## src/rtl/sum_requantizer.sv

```systemverilog
// sum_requantizer: narrows wide signed adder-tree sums back to the addend width.
// Stage 1 registers the incoming sum; stage 2 applies a rounding arithmetic
// right shift (round half toward +inf) followed by saturation. A sticky,
// non-wrapping counter tallies saturated results delivered downstream.
module sum_requantizer #(
    parameter int ADDEND_WIDTH    = 16,
    parameter int SUM_WIDTH       = ADDEND_WIDTH + 1,
    parameter int SHIFT           = 0,
    parameter int SAT_COUNT_WIDTH = 8
) (
    input  logic                       clk_in,
    input  logic                       rst_in,
    input  logic [SUM_WIDTH-1:0]       sum_in,
    input  logic                       sum_valid_in,
    output logic                       sum_ready_out,
    output logic [ADDEND_WIDTH-1:0]    data_out,
    output logic                       data_valid_out,
    input  logic                       data_ready_in,
    output logic                       sat_flag_out,
    output logic [SAT_COUNT_WIDTH-1:0] sat_count_out,
    input  logic                       sat_count_clear_in
);

    // One guard bit above the input width keeps the rounding add from overflowing.
    localparam int XW      = SUM_WIDTH + 1;
    localparam int RND_POS = (SHIFT > 0) ? SHIFT - 1 : 0;
    localparam logic signed [XW-1:0] RND   = (SHIFT > 0) ? (XW'(1) << RND_POS) : '0;
    localparam logic signed [XW-1:0] MAX_V = {{(XW - ADDEND_WIDTH + 1){1'b0}},
                                              {(ADDEND_WIDTH - 1){1'b1}}};
    localparam logic signed [XW-1:0] MIN_V = ~MAX_V;

    logic                       w_adv;
    logic signed [XW-1:0]       w_ext;
    logic signed [XW-1:0]       w_rnd;
    logic [ADDEND_WIDTH-1:0]    w_res;
    logic                       w_sat;
    logic                       w_deliver;

    logic [SUM_WIDTH-1:0]       r_s1_sum;
    logic                       r_s1_valid;
    logic [ADDEND_WIDTH-1:0]    r_data;
    logic                       r_valid;
    logic                       r_sat;
    logic [SAT_COUNT_WIDTH-1:0] r_cnt;

    assign w_adv          = !r_valid || data_ready_in;
    assign w_deliver      = r_valid && data_ready_in;
    assign sum_ready_out  = w_adv;
    assign data_out       = r_data;
    assign data_valid_out = r_valid;
    assign sat_flag_out   = r_sat;
    assign sat_count_out  = r_cnt;

    // Round, shift and saturate the stage-1 sum.
    always_comb begin
        w_ext = {r_s1_sum[SUM_WIDTH-1], r_s1_sum};
        if (SHIFT > 0) begin
            w_rnd = (w_ext + RND) >>> SHIFT;
        end else begin
            w_rnd = w_ext;
        end
        w_sat = 1'b0;
        w_res = w_rnd[ADDEND_WIDTH-1:0];
        if (w_rnd > MAX_V) begin
            w_res = MAX_V[ADDEND_WIDTH-1:0];
            w_sat = 1'b1;
        end else if (w_rnd < MIN_V) begin
            w_res = MIN_V[ADDEND_WIDTH-1:0];
            w_sat = 1'b1;
        end
    end

    // Stage 1: capture the input sum and its accept bit whenever the pipe advances.
    always_ff @(posedge clk_in) begin
        if (rst_in) begin
            r_s1_sum   <= '0;
            r_s1_valid <= 1'b0;
        end else if (w_adv) begin
            r_s1_sum   <= sum_in;
            r_s1_valid <= sum_valid_in;
        end
    end

    // Stage 2: register the requantized result; holds while downstream stalls.
    always_ff @(posedge clk_in) begin
        if (rst_in) begin
            r_data  <= '0;
            r_sat   <= 1'b0;
            r_valid <= 1'b0;
        end else if (w_adv) begin
            r_data  <= w_res;
            r_sat   <= w_sat;
            r_valid <= r_s1_valid;
        end
    end

    // Saturation event counter: clear wins over increment, sticks at all-ones.
    always_ff @(posedge clk_in) begin
        if (rst_in || sat_count_clear_in) begin
            r_cnt <= '0;
        end else if (w_deliver && r_sat && (r_cnt != '1)) begin
            r_cnt <= r_cnt + SAT_COUNT_WIDTH'(1);
        end
    end

endmodule

```

## config.mk

```make
export PLATFORM = sky130hd
export DESIGN_NAME = sum_requantizer
export DESIGN_NICKNAME = d
export VERILOG_FILES = /design/src/rtl/sum_requantizer.sv
export SDC_FILE = /design/constraint.sdc
export NUM_CORES = 1
export LEC_CHECK = 0
export BUFFER_PORTS_ARGS = -buffer_cell sky130_fd_sc_hd__buf_2
export CAP_MARGIN = 30
export CORE_AREA = 2 2 84 86
export DETAILED_ROUTE_END_ITERATION = 8
export DIE_AREA = 0 0 86 88
export PLACE_DENSITY = 0.51
export SLEW_MARGIN = 10
export SYNTH_ARGS = -nofsm -noshare
export SYNTH_HDL_FRONTEND = slang
export SYNTH_SLANG_ARGS = --single-unit
```

## constraint.sdc

```tcl
create_clock -name clk_in -period 3 [get_ports clk_in]
set_input_delay 0.6 -clock clk_in [delete_from_list [all_inputs] [get_ports clk_in]]
set_output_delay 0.6 -clock clk_in [all_outputs]
set_load 0.03 [all_outputs]
```

== Word-level counts from Yosys, hierarchy flattened ==
Cells that the tools add are included.
Operators by class
  $add $sub $neg: 1
  magnitude comparators: 2
  equal/unequal tests: 1
  multiplexer cells: 4
  reductions and logical operators: 6
Operators by type and width (number)
  2-to-1 mux 16 bit: 2
  > comparator 17 x 16 -> 1 bit (second input constant): 1
  < comparator 17 x 16 -> 1 bit (second input constant): 1
  adder 8 x 1 -> 8 bit (second input constant): 1
  != test 8 bit (second input constant): 1
  logical AND 1 bit: 3
  logical OR 1 bit: 2
  2-to-1 mux 1 bit: 2
  logical NOT 1 bit: 1
Word-level totals
  register bits: 44
  input port bits: 22
  output and inout bits: 27
  logic and storage cells: 20

== Depth between registers and ports, before layout ==
  depth after elaboration: 3
  gate-level depth with buffers: 6
  mapped depth without buffers: 4

== Worst setup path before layout ==
OpenSTA, ideal clock, no wires.
  path kind: register to output
  from: register r_valid, in the netlist data_valid_out
  to: output sum_ready_out
  arrival time: 1.092 ns
  data required time: 2.400 ns
  slack: 1.308 ns
  cell stages (with the launch flop): 5
  buffers on the path: 2
  cells stage by stage: dfxtp_1 -> nor2b_4 -> buf_6 -> inv_8 -> buf_6
On the way
  word-level cells in the longest chain between the ends: 2
Ends and longest elaborated chain
  start: declaration: RTL line 42  | logic r_valid;
  start signal: assignment: RTL line 93  | r_valid <= r_s1_valid;
  logical NOT 1 bit: RTL line 46  | assign w_adv = !r_valid || data_ready_in;
  logical OR 1 bit: RTL line 46
  end: declaration: RTL line 15  | output logic sum_ready_out,
Every way passes these cells.

== Worst setup path in the final report ==
Same ends and word-level chain as after synthesis.

==> run summary <==
Core Area - 6640 sq um
Critical path class - reg2out
Hold-fix buffer count after cts - 0
Worst setup endpoint - sum_ready_out
Post-synth EDFFs - 0
Placed cell area - 2150 sq um
Status - completed
Final slew viol count - 0
Residual DRC - 0
Post-DP HPWL - 2.87 mm
Crit path max fanout - 37
Vias - 1,645
Max Cap Viol - 0
Setup TNS - 0 ps
Pin count of the biggest net entering global routing - 40
Arrival time of the worst setup path - 1270 ps
Io pins - 49
Drt total wl - 4.29 mm
Worst hold path class - reg2reg
Congestion Overflow GR - 0
First-pass GRT wire length - 7.22 mm
Final Setup Violations - 0
TritonRoute pass-1 iters - 4
Initial Utilization - 29.0%
Max Clock Skew - 7.70 ps
CTS Sinks - 44
RSZ-0062 raised after global routing - no
Final instance area - 2240 sq um
# rows - 30
Required @ worst endpoint - 2400 ps
Power per cell area - 528 nW/um^2
Startpoint Class - flop
Overall routing resource usage - 11.9%
Period utilisation layout - 62.2%
TritonCTS Buffers - 5
Cell area after synthesis - 1930 sq um
Netlist cell types - 36
Syn_nets - 246
CTS tree - done
Clock slew at reported path FFs - 80 ps
Post-synth top flop - dfxtp_1
Seq cells post-synth - 44
Vias in the first global route - 1,545
R2R Path End - sat_flag_out$_SDFFE_PP0P_
Final Hold Fails - 0
Antenna violations before repair - 0
1st-iter DRT viols - 77
Share of cells above drive strength 1 - 25.0%
Slew HR - 45.8%
Cells after Synth - 223
Drt wl/cell - 12.5 um
Root Buffer - clkbuf_8
R2R setup slack - 1450 ps
Sequential area share after synthesis - 45.7%
FMAX - 0.536 GHz
Syn Area/Cell - 8.63 sq um
Vias per cell - 4.78
Post-synthesis async set-or-reset flop share - 0%
R2R depth - 3
Final RePlAce weighted congestion - 0.785
Die area - 7570 sq um
Setup bufs post-CTS - 0
Final Total Pwr - 0.00119 W
Port bufs - 48
IR drop worst, VDD - 0.143 mV
Later-pin clock latency in the skew report - 290 ps
H-tree depth - 2
Syn. warnings - 0
Tmin final - 1870 ps
Leakage power - 0.945 nW
Clock Path Buffers - 2
Area growth syn-to-layout - 16.6%
Die width - 86 um
Origin of the worst setup path - data_valid_out$_SDFFE_PP0P_
Worst-Margin Slew - 812 ps
Final ANT Viol Nets - 0
Number of fillers in the final layout - 690
Post-CTS Resized - 0
CP endpoint kind - output port
N_diodes - 0
R2r startpoint - r_s1_sum[15]$_SDFFE_PP0P_
Nets@finish - 286
Die extent in y - 88 um
[worst min path at each step]
stage	cells past startpoint	slack, ps	to	from
2_1_floorplan	2	430	r_s1_valid$_SDFFE_PP0P_	r_s1_valid$_SDFFE_PP0P_
3_3_place_gp	2	440	data_out[15]$_SDFFE_PP0P_	data_out[15]$_SDFFE_PP0P_
3_5_place_dp	2	450	r_s1_valid$_SDFFE_PP0P_	r_s1_valid$_SDFFE_PP0P_
4_1_cts	2	460	r_s1_valid$_SDFFE_PP0P_	r_s1_valid$_SDFFE_PP0P_
5_1_grt	2	470	r_s1_sum[5]$_SDFFE_PP0P_	r_s1_sum[5]$_SDFFE_PP0P_
6_report	2	460	r_s1_sum[5]$_SDFFE_PP0P_	r_s1_sum[5]$_SDFFE_PP0P_
[synth_stat cells, types with 3 or more instances]
library cell / instances / area, sq um
mux2i_1: 3 / 30.0
dfxtp_1: 44 / 881
a211oi_1: 18 / 135
nand2_1: 45 / 169
nor3_1: 6 / 30.0
a21oi_1: 33 / 165
buf_2: 3 / 15.0
o21bai_1: 11 / 82.6
nor2_1: 19 / 71.3
clkbuf_1: 4 / 15.0
buf_6: 4 / 45.0
buf_4: 3 / 22.5
[placed cells by master (no fill, tap or decap), types with 2 or more instances in the layout]
cell	n
inv_1	2
nand4_1	2
o21bai_1	11
nor2_1	19
and3_2	2
nor3_1	6
clkbuf_8	6
nor4_1	2
clkinv_2	2
mux2i_1	3
o21ai_0	2
nand2_1	45
a21oi_1	33
a211oi_1	18
a41oi_1	2
dfxtp_1	44
buf_2	48
[where the power goes]
group          internal [W]  switching [W]
Sequential         0.000619      0.0000282
Clock              0.000184       0.000199
Combinational     0.0000573      0.0000989
Total              0.000860       0.000326
[routing by layer]
| metal | track usage, % | part of all wire [%] | up-vias |
|---|---|---|---|
| met5 | 0 | 0 | - |
| met4 | 3.90 | 1.1 | 0 |
| met3 | 3.11 | 3.4 | 4 |
| met2 | 19.3 | 44 | 30 |
| met1 | 15.4 | 51 | 749 |
| li1 | - | - | 862 |
[worst max-delay path, stage by stage (launching register included)]
cell and delay, ps:
dfxtp_1 420, nor2b_4 240, inv_8 110, buf_2 200
[sequential cells by signal, indices dropped and copies added (netlist names)]
name / flops
sat_flag_out: 1
r_s1_valid: 1
r_s1_sum: 17
data_valid_out: 1
sat_count_out: 8
data_out: 16
[through the flow]
stage               utilization (%)  hold slack, ps  worst slack [ps]  cells
CTS                            33.8             459              1120    344
floorplan                         -             432              1310    223
global route                   33.8             470              1060    344
finish                         33.8             459              1130    344
detailed placement             32.4             446              1120    336
global placement               32.4             439              1160    336
[cells by family (layout without fill, tap and decap cells)]
logic type / count (synthesis) / in the layout / synth area share, %
adders and majority gates: 1 / 1 / 0.650
AOI/OAI and AO/OA: 69 / 69 / 23.8
and+or+nand+nor: 87 / 87 / 20.9
muxes: 3 / 3 / 1.56
DFF: 44 / 44 / 45.7
buffers and inverters: 19 / 60 / 7.28
[cell type report]
| type | count | area (sq um) | area share, % |
|---|---|---|---|
| inverters | 3 | 18.8 | 0.836 |
| clock inverters | 2 | 10.0 | 0.446 |
| well taps | 80 | 100 | 4.46 |
| multi-input cells | 160 | 905 | 40.3 |
| repair buffers | 49 | 248 | 11.0 |
| flip-flops and latches | 44 | 881 | 39.2 |
| clock buffers | 6 | 82.6 | 3.68 |
(Power assumes the default switching activity.)
